===== config.mk =====
export PLATFORM = sky130hd
export DESIGN_NAME = interp_block_sequencer
export DESIGN_NICKNAME = d
export VERILOG_FILES = /design/src/rtl/interp_seq_pkg.sv /design/src/rtl/interp_seq_delay.sv /design/src/rtl/interp_block_sequencer.sv
export SDC_FILE = /design/constraint.sdc
export NUM_CORES = 1
export LEC_CHECK = 0
export CORE_ASPECT_RATIO = 1.1
export CORE_MARGIN = 2
export CORE_UTILIZATION = 54
export CTS_CLUSTER_DIAMETER = 50
export DETAILED_ROUTE_END_ITERATION = 10
export PLACE_DENSITY_LB_ADDON = 0.2
export SLEW_MARGIN = 20
export SYNTH_ARGS = -nofsm -noshare
export SYNTH_HDL_FRONTEND = slang
export SYNTH_SLANG_ARGS = --single-unit

===== constraint.sdc =====
create_clock -name clk -period 1.9 [get_ports clk]
set_clock_uncertainty 0.1 [all_clocks]
set_input_delay 0.285 -clock clk [delete_from_list [all_inputs] [get_ports clk]]
set_output_delay 0.285 -clock clk [all_outputs]
set_load 0.02 [all_outputs]

===== src/rtl/interp_seq_pkg.sv =====
// Shared types and constants for the interpolation block sequencer.
// Holds the FSM state enum, block geometry and the strobe tag layout.
package interp_seq_pkg;

    localparam int NUM_PIXEL   = 8;
    localparam int TAPS        = 8;
    localparam int IN_ROWS     = NUM_PIXEL + TAPS - 1;
    localparam int FIR_LAT     = 2;
    localparam int VSEL_BASE   = 16;
    localparam int H_OUT_FIRST = 3;
    localparam int H_OUT_LAST  = 10;

    typedef enum logic [2:0] {
        ST_IDLE,
        ST_FILL,
        ST_HPASS,
        ST_VPASS,
        ST_DRAIN,
        ST_DONE
    } state_t;

    typedef struct packed {
        logic       hb;
        logic       wr;
        logic [7:0] idx;
    } tag_t;

    localparam int TAG_W = $bits(tag_t);

endpackage


===== src/rtl/interp_seq_delay.sv =====
// FIR-latency aligned tag pipe; flush clears every stage on the next edge.
// Ports: clk, rst (sync, active-low), flush, tag_in -> hb_shift_en, out_wr_en, out_idx.
module interp_seq_delay
    import interp_seq_pkg::*;
#(
    parameter int LAT = FIR_LAT
) (
    input  logic             clk,
    input  logic             rst,
    input  logic             flush,
    input  logic [TAG_W-1:0] tag_in,
    output logic             hb_shift_en,
    output logic             out_wr_en,
    output logic [7:0]       out_idx
);

    tag_t pipe [LAT];

    always_ff @(posedge clk) begin
        if (!rst || flush) begin
            for (int i = 0; i < LAT; i++) begin
                pipe[i] <= '0;
            end
        end else begin
            pipe[0] <= tag_t'(tag_in);
            for (int i = 1; i < LAT; i++) begin
                pipe[i] <= pipe[i-1];
            end
        end
    end

    assign hb_shift_en = pipe[LAT-1].hb;
    assign out_wr_en   = pipe[LAT-1].wr;
    assign out_idx     = pipe[LAT-1].idx;

endmodule


===== src/rtl/interp_block_sequencer.sv =====
// Sequences one 8x8 subpixel block: row fill, H pass, V pass, FIR drain.
// Ports: clk, rst (sync, active-low), start, abort, row_valid -> busy, done,
//   row_ready, in_shift_en, sel, hb_shift_en, out_wr_en, out_idx;
//   perf_cycles only when INTERP_SEQ_PERF_EN is defined.
module interp_block_sequencer
    import interp_seq_pkg::*;
(
    input  logic        clk,
    input  logic        rst,
    input  logic        start,
    input  logic        abort,
    output logic        busy,
    output logic        done,
    input  logic        row_valid,
    output logic        row_ready,
    output logic        in_shift_en,
    output logic [7:0]  sel,
    output logic        hb_shift_en,
    output logic        out_wr_en,
    output logic [7:0]  out_idx
`ifdef INTERP_SEQ_PERF_EN
    ,
    output logic [15:0] perf_cycles
`endif
);

    localparam logic [7:0] ROW_LAST = 8'(IN_ROWS - 1);
    localparam logic [7:0] V_FIRST  = 8'(VSEL_BASE);
    localparam logic [7:0] V_LAST   = 8'(VSEL_BASE + NUM_PIXEL - 1);
    localparam logic [7:0] DRN_LAST = 8'(FIR_LAT - 1);

    state_t     state, state_nx;
    logic [7:0] cnt;
    tag_t       tag;

    always_ff @(posedge clk) begin
        if (!rst) begin
            state <= ST_IDLE;
        end else begin
            state <= state_nx;
        end
    end

    always_comb begin
        state_nx = state;
        if (abort) begin
            state_nx = ST_IDLE;
        end else begin
            unique case (state)
                ST_IDLE:  if (start) state_nx = ST_FILL;
                ST_FILL:  if (in_shift_en && cnt == ROW_LAST) state_nx = ST_HPASS;
                ST_HPASS: if (sel == ROW_LAST) state_nx = ST_VPASS;
                ST_VPASS: if (sel == V_LAST) state_nx = ST_DRAIN;
                ST_DRAIN: if (cnt == DRN_LAST) state_nx = ST_DONE;
                ST_DONE:  state_nx = ST_IDLE;
                default:  state_nx = ST_IDLE;
            endcase
        end
    end

    always_comb begin
        busy        = (state != ST_IDLE);
        done        = (state == ST_DONE);
        row_ready   = (state == ST_FILL);
        in_shift_en = row_ready && row_valid;
    end

    // cnt counts row handshakes in FILL and drain cycles in DRAIN;
    // it restarts on every state change.
    always_ff @(posedge clk) begin
        if (!rst || abort) begin
            cnt <= '0;
            sel <= '0;
        end else begin
            if (state_nx != state) begin
                cnt <= '0;
            end else if (in_shift_en || state == ST_DRAIN) begin
                cnt <= cnt + 8'd1;
            end
            if (state == ST_FILL && state_nx == ST_HPASS) begin
                sel <= '0;
            end else if (state == ST_HPASS) begin
                sel <= (state_nx == ST_VPASS) ? V_FIRST : sel + 8'd1;
            end else if (state == ST_VPASS && state_nx == ST_VPASS) begin
                sel <= sel + 8'd1;
            end
        end
    end

    // Tag describing what the select issued this cycle produces FIR_LAT later.
    always_comb begin
        tag = '0;
        if (state == ST_HPASS) begin
            tag.hb = 1'b1;
            if (sel >= 8'(H_OUT_FIRST) && sel <= 8'(H_OUT_LAST)) begin
                tag.wr  = 1'b1;
                tag.idx = sel - 8'(H_OUT_FIRST);
            end
        end else if (state == ST_VPASS) begin
            tag.wr  = 1'b1;
            tag.idx = sel - V_FIRST + 8'(NUM_PIXEL);
        end
    end

    interp_seq_delay #(
        .LAT (FIR_LAT)
    ) u_delay (
        .clk         (clk),
        .rst         (rst),
        .flush       (abort),
        .tag_in      (tag),
        .hb_shift_en (hb_shift_en),
        .out_wr_en   (out_wr_en),
        .out_idx     (out_idx)
    );

`ifdef INTERP_SEQ_PERF_EN
    logic [15:0] perf_cnt;

    always_ff @(posedge clk) begin
        if (!rst) begin
            perf_cnt    <= '0;
            perf_cycles <= '0;
        end else begin
            if (state == ST_IDLE) begin
                perf_cnt <= '0;
            end else if (state != ST_DONE && perf_cnt != 16'hFFFF) begin
                perf_cnt <= perf_cnt + 16'd1;
            end
            if (state == ST_DONE && !abort) begin
                perf_cycles <= perf_cnt;
            end
        end
    end
`endif

endmodule


-- Word level (Yosys, flattened, before mapping)
Memories as Yosys holds them, arrays and structs flattened.
Cells that the tools add are included.
- input port bits: 5
- memories: 1
- logic and storage cells: 57
- register bits after elaboration: 19
- output and inout bits: 22
- RAM bits: 20
- memory bits (read-only): 0
- latch bits: 0
- memory list (name ; depth ; bits a word ; read ports ; clocked after Yosys merged registers in ; write ports ; RTL line ; RTL):
    u_delay.pipe ; 2 ; 10 ; 2 ; 0 ; 2 ; interp_seq_delay.sv:17 ; tag_t pipe [LAT];
- equality and inequality tests: 12
- bitwise logic cells: 2
- $lt $le $gt $ge: 2
- add/sub/neg operators: 5
- mux-type cells: 19
- $mul: 0
- reductions and logical operators: 13
- div/mod/pow operators: 0
- shift-type cells: 0
- operators with widths (cell ; number):
    $mux 9 ; 3
    $mux 8 ; 3
    $mux 10 ; 2
    $mux 3 ; 6
    $add 8x1->8 const B ; 2
    $eq 8x4->1 const B ; 2
    $pmux 3 s5 ; 1
    $eq 3x2->1 const B ; 4
    $add 8x4->8 const B ; 1
    $eq 8x1->1 const B ; 1
    $eq 8x5->1 const B ; 1
    $ge 8x2->1 const B ; 1
    $le 8x4->1 const B ; 1
    $sub 8x2->8 const B ; 1
    $sub 8x5->8 const B ; 1
    $eq 3x3->1 const B ; 2
    $logic_and 1x1->1 ; 5
    $mux 1 ; 4
    $reduce_or 2->1 ; 2
    $eq 3x1->1 const B ; 1
    $logic_not 3->1 ; 1
    $ne 3x3->1 ; 1
    $reduce_bool 3->1 ; 1
    $logic_or 1x1->1 ; 2
    3 further kinds ; 4

-- Logic depth before layout (Yosys ltp)
Gate-level depths: netlist of the first run.
- depth in word-level cells: 10
- gate-level depth with buffers: 8
- gate-level depth less buffers: 7

-- Cells and area by module
Synthesis of the first run repeated with hierarchy kept, for this count alone.
- cells, all modules: 224
- area, all modules: 1973.1 um^2
- by module, submodules not included (module ; instances ; cells each ; seq. area each (um^2) ; area each (um^2)):
    interp_block_sequencer ; 1 ; 172 ; 380.4 ; 1305.0
    interp_seq_delay ; 1 ; 52 ; 400.4 ; 668.1

-- Least setup slack after synthesis of the first run
Ideal clock, no wire load.
- path kind: reg-to-reg
- from: register sel[1]
- to: register sel[6]
- path slack: -0.025 ns
- path buffers: 1
- setup time: 0.122 ns
- required time: 1.678 ns
- arrival time: 1.703 ns
- stages on the path, launching flop included: 8
- clock period less this slack: 1.925 ns
- cell sequence: dfxtp_1 ha_1 nand4b_1 o311a_1 buf_6 nand4_1 xor2_1 nor2_1
- cells in the longest elaborated chain, start to end: 7
- elaborated cells on any way between the ends: 16
- classes of those cells: add/sub (1); eq/ne (4); mux (7); reduce/logical (4)
- RTL lines (item ; RTL line ; RTL):
    start: declaration ; interp_block_sequencer.sv:17 ; output logic [7:0] sel,
    start signal: assignment ; interp_block_sequencer.sv:83 ; sel <= (state_nx == ST_VPASS) ? V_FIRST : sel + 8'd1;
    start signal: assignment ; interp_block_sequencer.sv:85 ; sel <= sel + 8'd1;
    $eq 8x5->1 or $eq 8x4->1 (tied branches) ; interp_block_sequencer.sv:53, interp_block_sequencer.sv:52 ;
    $mux 3, on equally long branches ; interp_block_sequencer.sv:53, interp_block_sequencer.sv:52 ;
    $pmux 3 s5 ; interp_block_sequencer.sv:49 ; unique case (state)
    $mux 3 ; interp_block_sequencer.sv:46 ; if (abort) begin
    $eq 3x2->1, on equally long branches ; interp_block_sequencer.sv:83, interp_block_sequencer.sv:84, interp_block_sequencer.sv:80 ;
    $mux 8 (tied with other cells) ; interp_block_sequencer.sv:83 ;
    $mux 8 (tied with other cells) ; interp_block_sequencer.sv:82 ; end else if (state == ST_HPASS) begin
Several ways; a longest one is shown, not always the timed one. The select of a mux whose other input is x is not followed.
A chain may end at the register's enable or synchronous reset.

-- Worst setup path in the final report of the first run
- from: register cnt[7]
- to: register cnt[5]
- cells in the longest elaborated chain, start to end: 7
- elaborated cells on any way between the ends: 9
- classes of those cells: eq/ne (3); mux (4); reduce/logical (2)
- RTL lines (item ; RTL line ; RTL):
    start: declaration ; interp_block_sequencer.sv:33 ; logic [7:0] cnt;
    start signal: assignment ; interp_block_sequencer.sv:78 ; cnt <= cnt + 8'd1;
    $eq 8x4->1 ; interp_block_sequencer.sv:51 ; ST_FILL: if (in_shift_en && cnt == ROW_LAST) state_nx = ST_HPASS;
    $logic_and 1x1->1 ; interp_block_sequencer.sv:51 ;
    $mux 3 ; interp_block_sequencer.sv:51 ;
    $pmux 3 s5 * ; interp_block_sequencer.sv:49 ;
    $mux 3 * ; interp_block_sequencer.sv:46 ;
    $ne 3x3->1 * ; interp_block_sequencer.sv:75 ; if (state_nx != state) begin
    $reduce_or 2->1 (no line) * ; -- ;
Mark *: on every way between the ends. The rest lies on a longest branch, timed or not.

==> results.sh, run 1 <==
export IMPL_status="finished, final reports clean"
export IMPL_grt_setup_unrepaired="yes"
export IMPL_grt_pass1_vias=1532
export IMPL_avgSynthCellArea_um2=9.061
export IMPL_cts_made_buffers=5
export IMPL_grt_max_degree=16
export IMPL_netlist_area_leader_share=0.4084
export IMPL_die_h_um=66.41
export IMPL_slew_violations=0
export IMPL_layout_commonest_cell="dfxtp_1"
export IMPL_grt_total_usage=0.2254
export IMPL_hold_buffers=0
export IMPL_max_cap_viol_count=0
export IMPL_ys_warn_count=0
export IMPL_worst_pin_slew_ns=0.3399
export IMPL_cts_tree="built"
export IMPL_setup_viol=0
export IMPL_seq_area_frac_synth=0.4084
export IMPL_syn_nets=224
export IMPL_dieWidth_um=60.73
export IMPL_ctsLongestPathBuffers=2
export IMPL_path_clk_slew_ns=0.11
export IMPL_dpl_cell_area_um2=2247
export IMPL_synth_area_um2=1912
export IMPL_fin_nets=265
export IMPL_wl_met2_mm=2.036
export IMPL_cts_sinks=39
export IMPL_p_per_area_nw_per_um2=597.3
export IMPL_routed_via_count=1634
export IMPL_crit_type="reg2reg"
export IMPL_wl_met3_um=192
export IMPL_drcViolationCount=0
export IMPL_grt_pass1_wl_mm=6.720
export IMPL_rows=22
export IMPL_hold_violations=0
export IMPL_design_area_um2=2417
export IMPL_dp_hpwl_mm=2.968
export IMPL_drt_total_wl_mm=4.032
export IMPL_insertion_delay_ns=0.35
export IMPL_place_inst=291
export IMPL_layout_common_cells="31 x dfxtp_1, 27 x nor2_1, 24 x buf_4, 19 x clkdlybuf4s50_1, 14 x and2_1"
export IMPL_htreeDepth=2
export IMPL_ios=27
export IMPL_ant_nets=0
export IMPL_fin_util=0.7198
export IMPL_die_area_um2=4033
export IMPL_worstPathMaxFanout=5
export IMPL_startpoint_type="register"
export IMPL_io_buffers=26
export IMPL_coreArea_um2=3358
export IMPL_gp_congestion=0.8797
export IMPL_place_ws_ns=-0.02172
export IMPL_synth_edff_count=0
export IMPL_area_delta_synth_final_pct=26.44
export IMPL_cp_required_ns=2.05
export IMPL_antenna_found_initial=0
export IMPL_timing_slew_headroom=0.7715
export IMPL_viasPerCell=5.429
export IMPL_setup_ws_ns=0.04102
export IMPL_min_period_ns=1.859
export IMPL_drt_wirelength_per_cell_um=13.40
export IMPL_first_iter_violations=70
export IMPL_fill_cells=278
export IMPL_critical_path_endpoint_type="register"
export IMPL_crit_arrival_ns=2.01
export IMPL_drtPass1Iterations=4
export IMPL_fin_crit_sh=0.9784
export IMPL_synth_seq_cells=39
export IMPL_min_path_type="reg2reg"
export IMPL_initial_core_util=0.5693
export IMPL_yosysTopAreaCell="dfxtp_1"
export IMPL_irDropWorstVdd_mv=0.4109
export IMPL_async_flop_share=0
export IMPL_finalNonFillerCells=301
export IMPL_max_freq_mhz=537.9
export IMPL_antenna_cells=0
export IMPL_clockRootBuffer="clkbuf_4"
export IMPL_grt_overflow=0
export IMPL_routed_top_layer="met4"
export IMPL_synth_area_leaders="dfxtp_1 41%, nor2_1 5.3%, ha_1 5.2%"
export IMPL_ys_flop_type="dfxtp_1"
export IMPL_met1Wirelength_mm=1.725
export IMPL_leakage_nw=1.042
export IMPL_synthDistinctLibCells=47
export IMPL_synthCells=211
export IMPL_drive_above_1_share=0.2253
[final cells by class]
cell class,instances,area [um^2],area share
clock buffers,5,37.54,0.01553
clock inverters,3,43.79,0.01812
well taps,48,60.06,0.02484
inverters,10,37.54,0.01553
flip-flops and latches,39,793.3,0.3282
multi-input cells,146,1005,0.4156
repair buffers,50,440.4,0.1822
[cell usage after synthesis, drive strengths merged (2+ instances only)]
| cell | number |
|---|---|
| o21ai | 2 |
| nand2b | 2 |
| nand3 | 11 |
| and2 | 14 |
| xnor2 | 5 |
| a31oi | 3 |
| buf | 11 |
| nand2 | 12 |
| o22ai | 2 |
| nand4 | 4 |
| ha | 8 |
| nor2 | 27 |
| nor2b | 3 |
| nor3 | 5 |
| inv | 10 |
| nor4 | 2 |
| a21oi | 5 |
| clkbuf | 5 |
| xor2 | 10 |
| nor3b | 3 |
| and3 | 6 |
| a21o | 2 |
| or3 | 3 |
| a211oi | 3 |
| dfxtp | 39 |
[repair_timing]
item	in CTS	in global routing
setup buffers	1	1
pin swaps	4	4
setup endpoints to repair	11	21
gates resized for setup	12	16
[power by group]
group	total (mW)	leakage, nW	switching [mW]	internal (mW)
clock network	0.551	0.0452	0.274	0.277
registers	0.819	0.318	0.00183	0.818
logic	0.0738	0.678	0.0393	0.0346
[kinds of logic after synthesis]
logic type                 after synthesis  share of synthesized area
AOI/OAI and AO/OA                       25                    0.09359
buffers and inverters                   26                    0.09948
adders and majority gates                8                    0.05236
DFF                                     39                     0.4084
and+or+nand+nor                         98                     0.2775
xor gates and xnor gates                15                    0.06871
[flip-flops by register name, summed over array words and instances, names as in the netlist]
register and count:
cnt 8, sel 8, state 3, u_delay.pipe 20
[final timing paths]
kind / depth (start not counted) / slack [ns] / start / endpoint
min reg2reg: 1 / 0.34 / u_delay.pipe[0][1]$_SDFF_PP0_ / u_delay.pipe[0][11]$_SDFF_PP0_
max reg2reg: 7 / 0.04 / cnt[7]$_SDFFE_PP0P_ / cnt[5]$_SDFFE_PP0P_
min: 1 / 0.34 / u_delay.pipe[0][1]$_SDFF_PP0_ / u_delay.pipe[0][11]$_SDFF_PP0_
max: 7 / 0.04 / cnt[7]$_SDFFE_PP0P_ / cnt[5]$_SDFFE_PP0P_
[per-layer routing]
layer	GRT usage	up-vias
li1	-	796
met1	0.2618	767
met2	0.3750	58
met3	0.07045	13
met4	0.09511	0
met5	0	-
[worst max-delay path: stages, from the launching register on]
cell      delay [ns]
dfxtp_1         0.35
nor4_2          0.32
buf_4           0.17
and4_4          0.25
nor3_1          0.07
o211ai_2        0.29
buf_4           0.18
nor2_1          0.04
[metrics by stage]
| stage | power (mW) | hold WS [ns] | setup TNS (ns) |
|---|---|---|---|
| final | 1.444 | 0.3387 | 0 |
| after global routing | 1.513 | 0.3629 | -0.02607 |
| after CTS | 1.457 | 0.3410 | 0 |
| after detailed placement | 0.9085 | 0.3105 | -0.09028 |
| after global placement | 0.9063 | 0.3087 | 0 |
| after floorplan | 0.8790 | 0.3057 | 0 |
(Power assumes the default switching activity.)
==> inputs of run 2 (changes only) <==
Settings changed: ABC_AREA from default to 1, CELL_PAD_IN_SITES_DETAIL_PLACEMENT from default to 1, CELL_PAD_IN_SITES_GLOBAL_PLACEMENT from default to 1, CORE_UTILIZATION 54 to 35.
==> run 2 against run 1 <==
  * Global-route usage fell by 7.1 points
  * Area after synthesis grew 3.0%
  * First-iteration DRC count fell by 60%
  * Sequential power about the same
  * Register-to-register slack better by 0.08 ns
  * Sequential cell count unchanged
  * Final area increased by 6.7%
  * Total power increased by 11%
  * Critical endpoint is now sel[5]
  * Largest power group unchanged
==> results.sh, run 2 <==
export IMPL_status="finished, final reports clean"
export IMPL_cts_tree="built"
export IMPL_io_buffers=26
export IMPL_timing_rr_end="sel[5]$_SDFFE_PP0P_"
export IMPL_max_freq_mhz=547.6
export IMPL_ios=27
export IMPL_startpoint_type="register"
export IMPL_seq_area_frac_synth=0.3964
export IMPL_coreArea_um2=5395
export IMPL_worst_pin_slew_ns=0.2944
export IMPL_insertion_delay_ns=0.29
export IMPL_cp_required_ns=1.51
export IMPL_antenna_found_initial=0
export IMPL_first_iter_violations=28
export IMPL_crit_arrival_ns=1.44
export IMPL_fin_nets=321
export IMPL_grt_max_degree=13
export IMPL_grt_overflow=0
export IMPL_fin_crit_sh=0.9611
export IMPL_die_area_um2=6244
export IMPL_cts_sinks=39
export IMPL_syn_nets=275
export IMPL_async_flop_share=0
export IMPL_synthCells=262
export IMPL_reg2reg_from="sel[0]$_SDFFE_PP0P_"
export IMPL_slew_violations=0
export IMPL_whs_path_depth=2
export IMPL_synth_area_leaders="dfxtp_1 40%, nor2_1 8.4%, nand2_1 7.8%"
export IMPL_crit_family="buffers and inverters"
export IMPL_hold_violations=0
export IMPL_synth_area_um2=1969
export IMPL_dp_hpwl_mm=3.412
export IMPL_initial_core_util=0.3650
export IMPL_dieWidth_um=75.52
export IMPL_antenna_cells=0
export IMPL_cp_slowest_stage_delay_ns=0.66
export IMPL_drive_above_1_share=0.2460
export IMPL_max_cap_viol_count=0
export IMPL_p_per_area_nw_per_um2=624.0
export IMPL_r2r_slack_ns=0.12
export IMPL_drt_total_wl_mm=4.378
export IMPL_yosysTopAreaCell="dfxtp_1"
export IMPL_ys_warn_count=0
export IMPL_timing_slew_headroom=0.8028
export IMPL_largest_reg_flops=20
export IMPL_grt_pass1_vias=1618
export IMPL_worstPathMaxFanout=7
export IMPL_ys_flop_type="dfxtp_1"
export IMPL_netlist_area_leader_share=0.3964
export IMPL_gp_congestion=0.7843
export IMPL_area_delta_synth_final_pct=30.94
export IMPL_viasPerCell=4.354
export IMPL_synthDistinctLibCells=35
export IMPL_grt_pass1_wl_mm=7.231
export IMPL_routed_via_count=1672
export IMPL_ant_nets=0
export IMPL_synth_seq_cells=39
export IMPL_cpMaxStageDelayCell="clkdlybuf4s50_1"
export IMPL_finalNonFillerCells=384
export IMPL_hold_end="u_delay.pipe[0][18]$_SDFF_PP0_"
export IMPL_totalPowerFinal_mw=1.609
export IMPL_htreeDepth=2
export IMPL_top_register="u_delay.pipe"
export IMPL_synth_edff_count=0
export IMPL_drt_wirelength_per_cell_um=11.40
export IMPL_critical_path_endpoint_type="output pin"
export IMPL_top_regs="u_delay.pipe (20), cnt (8), sel (8)"
export IMPL_drtPass1Iterations=4
export IMPL_ctsLongestPathBuffers=2
export IMPL_path_buf_inv=1
export IMPL_cts_made_buffers=5
export IMPL_die_h_um=82.68
export IMPL_min_path_type="reg2reg"
export IMPL_rows=28
export IMPL_min_period_ns=1.826
export IMPL_crit_type="reg2out"
export IMPL_synth_most_common_cell="nor2_1"
export IMPL_irDropWorstVdd_mv=0.3083
export IMPL_layout_common_cells="42 x nor2_1, 40 x nand2_1, 35 x dfxtp_1, 31 x inv_1, 23 x buf_4"
export IMPL_path_cells="clkdlybuf4s50_1"
export IMPL_drcViolationCount=0
export IMPL_grt_total_usage=0.1548
export IMPL_clockRootBuffer="clkbuf_8"
export IMPL_setup_viol=0
export IMPL_layout_commonest_cell="nor2_1"
export IMPL_min_from="u_delay.pipe[0][8]$_SDFF_PP0_"
export IMPL_path_clk_slew_ns=0.08
export IMPL_avgSynthCellArea_um2=7.517
export IMPL_leakage_nw=1.039
export IMPL_place_inst=374
export IMPL_reg2regPathDepth=12
export IMPL_ys_top_cells_by_count="44 x nor2_1, 41 x nand2_1, 39 x dfxtp_1, 31 x inv_1, 12 x nand3_1"
run 2: changes by cell type after synthesis, sizes merged, moves of 5 or more:
cell,previous run,this run
nand2,12,47
inv,10,42
nor2,27,52
and2,14,0
a21oi,5,11
nand3,11,17
or2,0,5
run 2: per-stage QoR:
stage,instance area (um^2),setup slack [ns],setup TNS (ns),hold WS (ns),utilization
after floorplan,1971,0.005864,0,0.2826,-
after global placement,2407,-0.008963,-0.008963,0.2955,0.4462
after detailed placement,2407,-0.04694,-0.1565,0.3000,0.4462
after CTS,2520,0.005038,0,0.3120,0.4671
after global routing,2579,-0.02547,-0.07219,0.3318,0.4780
final,2579,0.07392,0,0.3085,0.4780
run 2: kinds of logic (layout without fill, tap and decap cells):
group	count (synthesis)	count (layout)	synth area share
adder cells (fa/ha/maj)	8	8	0.05083
AND/OR/NAND/NOR	129	129	0.3164
multiplexers	1	1	0.005083
XOR/XNOR	9	9	0.04003
flip-flops	39	39	0.3964
buffers and inverters	53	100	0.1213
AO/OA/AOI/OAI	23	23	0.06988
run 2: worst max-delay path by stage:
| stage | start | endpoint | depth (start not counted) |
|---|---|---|---|
| after global placement | row_valid | in_shift_en | 4 |
| after detailed placement | row_valid | cnt[0]$_SDFFE_PP0P_ | 9 |
| final | sel[5]$_SDFFE_PP0P_ | sel[5] | 1 |
| after CTS | sel[1]$_SDFFE_PP0P_ | cnt[0]$_SDFFE_PP0P_ | 11 |
| after global routing | sel[0]$_SDFFE_PP0P_ | sel[3]$_SDFFE_PP0P_ | 14 |
| after floorplan | sel[1]$_SDFFE_PP0P_ | sel[4]$_SDFFE_PP0P_ | 13 |
run 2: power breakdown:
part / total [mW] / switching (mW) / internal (mW) / leakage (nW)
combinational: 0.0741 / 0.0442 / 0.0300 / 0.661
clock: 0.718 / 0.293 / 0.425 / 0.0612
sequential: 0.817 / 0.00179 / 0.815 / 0.317
run 2: what timing repair did:
action	4_1_cts	5_1_grt
hold buffers	0	0
buffers inserted	0	2
endpoints found under the setup margin	4	14
resized for setup	4	12
pin swaps	0	2
run 2: final cells by class:
class,instances,area (um^2)
clock buffers,6,82.58
repair buffers,49,427.9
inverters,43,163.9
clock inverters,2,35.03
fillers,690,2816
multi-input cells,170,984.7
well taps,75,93.84
flip-flops and latches,39,790.8
run 2: metal layers:
layer  vias up  global-route usage  part of all wire
li1        891                   -                 -
met1       751              0.1936              0.47
met2        24              0.2574              0.48
met3         6             0.03762             0.028
met4         0             0.05439             0.018
met5         -                   0                 0
==> inputs of run 3 (changes only) <==
Settings changed: CORE_UTILIZATION 35 to 42, GPL_ROUTABILITY_DRIVEN from default to 1.
Clock period 1.9 ns to 2.1 ns, I/O delays scaled along.
==> run 3 against run 2 <==
  * Core utilization up 4.7 points
  * Largest power group unchanged
  * Die area down 16%
  * Combinational power decreased by 17%
  * Highest routed layer unchanged
  * Total power shrank 9.5%
  * Wire length down 5.4%
  * Sequential share of layout area rose by 1.9 points
  * Sequential power is 9.2% lower
  * Register-to-register slack improved by 0.10 ns
==> results.sh, run 3 (synthesis gave the netlist of run 2 again) <==
export IMPL_grt_max_degree=13
export IMPL_die_h_um=75.82
export IMPL_hold_buffers=0
export IMPL_first_iter_violations=44
export IMPL_crit_type="reg2out"
export IMPL_viasPerCell=4.709
export IMPL_worstPathMaxFanout=7
export IMPL_switching_share=0.2112
export IMPL_cts_sinks=39
export IMPL_hold_violations=0
export IMPL_cts_tree="built"
export IMPL_intPower_mw=1.149
export IMPL_leakage_nw=0.9641
export IMPL_area_delta_synth_final_pct=22.24
export IMPL_ctsLongestPathBuffers=2
export IMPL_fin_tns_setup_ns=0
export IMPL_design_area_um2=2407
export IMPL_min_path_type="reg2reg"
export IMPL_worst_pin_slew_ns=0.4071
export IMPL_status="finished, final reports clean"
export IMPL_drt_total_wl_mm=4.140
export IMPL_fin_nets=306
export IMPL_path_clk_slew_ns=0.08
export IMPL_drcViolationCount=0
export IMPL_antenna_found_initial=0
export IMPL_dp_hpwl_mm=3.212
export IMPL_htreeDepth=2
export IMPL_setup_viol=0
export IMPL_clockRootBuffer="clkbuf_8"
export IMPL_grt_pass1_vias=1558
export IMPL_grt_setup_unrepaired="yes"
export IMPL_grt_total_usage=0.1664
export IMPL_drt_wirelength_per_cell_um=11.83
export IMPL_drive_above_1_share=0.1871
export IMPL_initial_core_util=0.4294
export IMPL_largest_reg_flops=20
export IMPL_io_buffers=26
export IMPL_seq_power_share=0.509
export IMPL_dpl_cell_area_um2=2285
export IMPL_dieWidth_um=69.29
export IMPL_irDropWorstVdd_mv=0.3342
export IMPL_min_period_ns=2.004
export IMPL_finalNonFillerCells=350
export IMPL_cp_required_ns=1.68
export IMPL_timing_slew_headroom=0.7276
export IMPL_grt_pass1_wl_mm=6.810
export IMPL_layout_commonest_cell="nor2_1"
export IMPL_p_clk_frac=0.449
export IMPL_gp_congestion=0.8153
export IMPL_grt_overflow=0
export IMPL_fin_crit_sh=0.9542
export IMPL_max_cap_viol_count=0
export IMPL_ant_nets=0
export IMPL_layout_common_cells="44 x nor2_1, 41 x nand2_1, 37 x dfxtp_1, 31 x inv_1, 25 x clkdlybuf4s50_1"
export IMPL_insertion_delay_ns=0.29
export IMPL_postCtsSetupBuffers=0
export IMPL_top_register="u_delay.pipe"
export IMPL_routed_via_count=1648
export IMPL_drtPass1Iterations=4
export IMPL_r2r_slack_ns=0.22
export IMPL_p_per_area_nw_per_um2=605.0
export IMPL_crit_arrival_ns=1.59
export IMPL_power_switching_mw=0.3075
export IMPL_max_freq_mhz=499.1
export IMPL_die_area_um2=5254
export IMPL_slew_violations=0
export IMPL_antenna_cells=0
export IMPL_startpoint_type="register"
export IMPL_pwr_share_comb=0.042
export IMPL_fin_util=0.5248
export IMPL_cts_made_buffers=5
export IMPL_top_regs="u_delay.pipe (20), cnt (8), sel (8)"
export IMPL_critical_path_endpoint_type="output pin"
export IMPL_ios=27
export IMPL_rows=26
export IMPL_place_inst=342
export IMPL_coreArea_um2=4587
[run 3: changes by cell type in the layout (fill, tap and decap cells not counted), sizes merged]
| cell | previous run | this run |
|---|---|---|
| buf | 23 | 8 |
| clkdlybuf4s50 | 22 | 25 |
| dlygate4sd2 | 4 | 0 |
| dlymetal6s2s | 0 | 1 |
[run 3: worst max-delay path, cell delays in order, from the launching register on]
cell and delay (ns):
dfxtp_1 0.33, inv_2 0.13, nand3_2 0.14, inv_1 0.10, clkdlybuf4s50_1 0.60
[run 3: power groups by stage]
| stage | clock, mW | combinational, mW | sequential, mW |
|---|---|---|---|
| global placement | 0 | 0.0614 | 0.759 |
| global route | 0.701 | 0.0676 | 0.742 |
| floorplan | 0 | 0.0391 | 0.759 |
| finish | 0.653 | 0.0613 | 0.742 |
| detailed placement | 0 | 0.0624 | 0.759 |
| CTS | 0.673 | 0.0626 | 0.742 |
[run 3: per-layer routing]
layer  GRT usage  up-vias  wire length (um)
met3     0.03968        6               134
li1            -      868                 -
met5           0        -                 0
met1      0.1994      750              2022
met2      0.2938       24              1914
met4     0.06536        0                68
[run 3: through the flow]
stage	setup WS, ns	hold slack [ns]	total power, mW
global route	-0.002806	0.3317	1.511
detailed placement	0.1084	0.3026	0.8217
CTS	0.04073	0.3146	1.477
floorplan	0.1955	0.2936	0.7979
finish	0.09628	0.3100	1.456
global placement	0.1310	0.2964	0.8205
[run 3: path summary, 6_finish.rpt]
path,startpoint,end,cells after the start
worst max-delay path,state[2]$_SDFF_PN0_,row_ready,4
worst min-delay path,u_delay.pipe[0][8]$_SDFF_PP0_,u_delay.pipe[0][18]$_SDFF_PP0_,2
worst max register to register,sel[0]$_SDFFE_PP0P_,cnt[4]$_SDFFE_PP0P_,11
worst min register to register,u_delay.pipe[0][8]$_SDFF_PP0_,u_delay.pipe[0][18]$_SDFF_PP0_,2
[run 3: repair_timing]
item / CTS / global route
resized for setup: 0 / 3
endpoints found under the setup margin: 0 / 13
endpoints found under the hold margin: 0 / 0
[run 3: cell type report]
cell class	instances	area [um^2]
flip-flops and latches	39	783.3
repair buffers	34	322.8
clock inverters	2	35.03
clock buffers	6	82.58
well taps	56	70.07
inverters	43	163.9
fillers	582	2180
multi-input cells	170	949.7
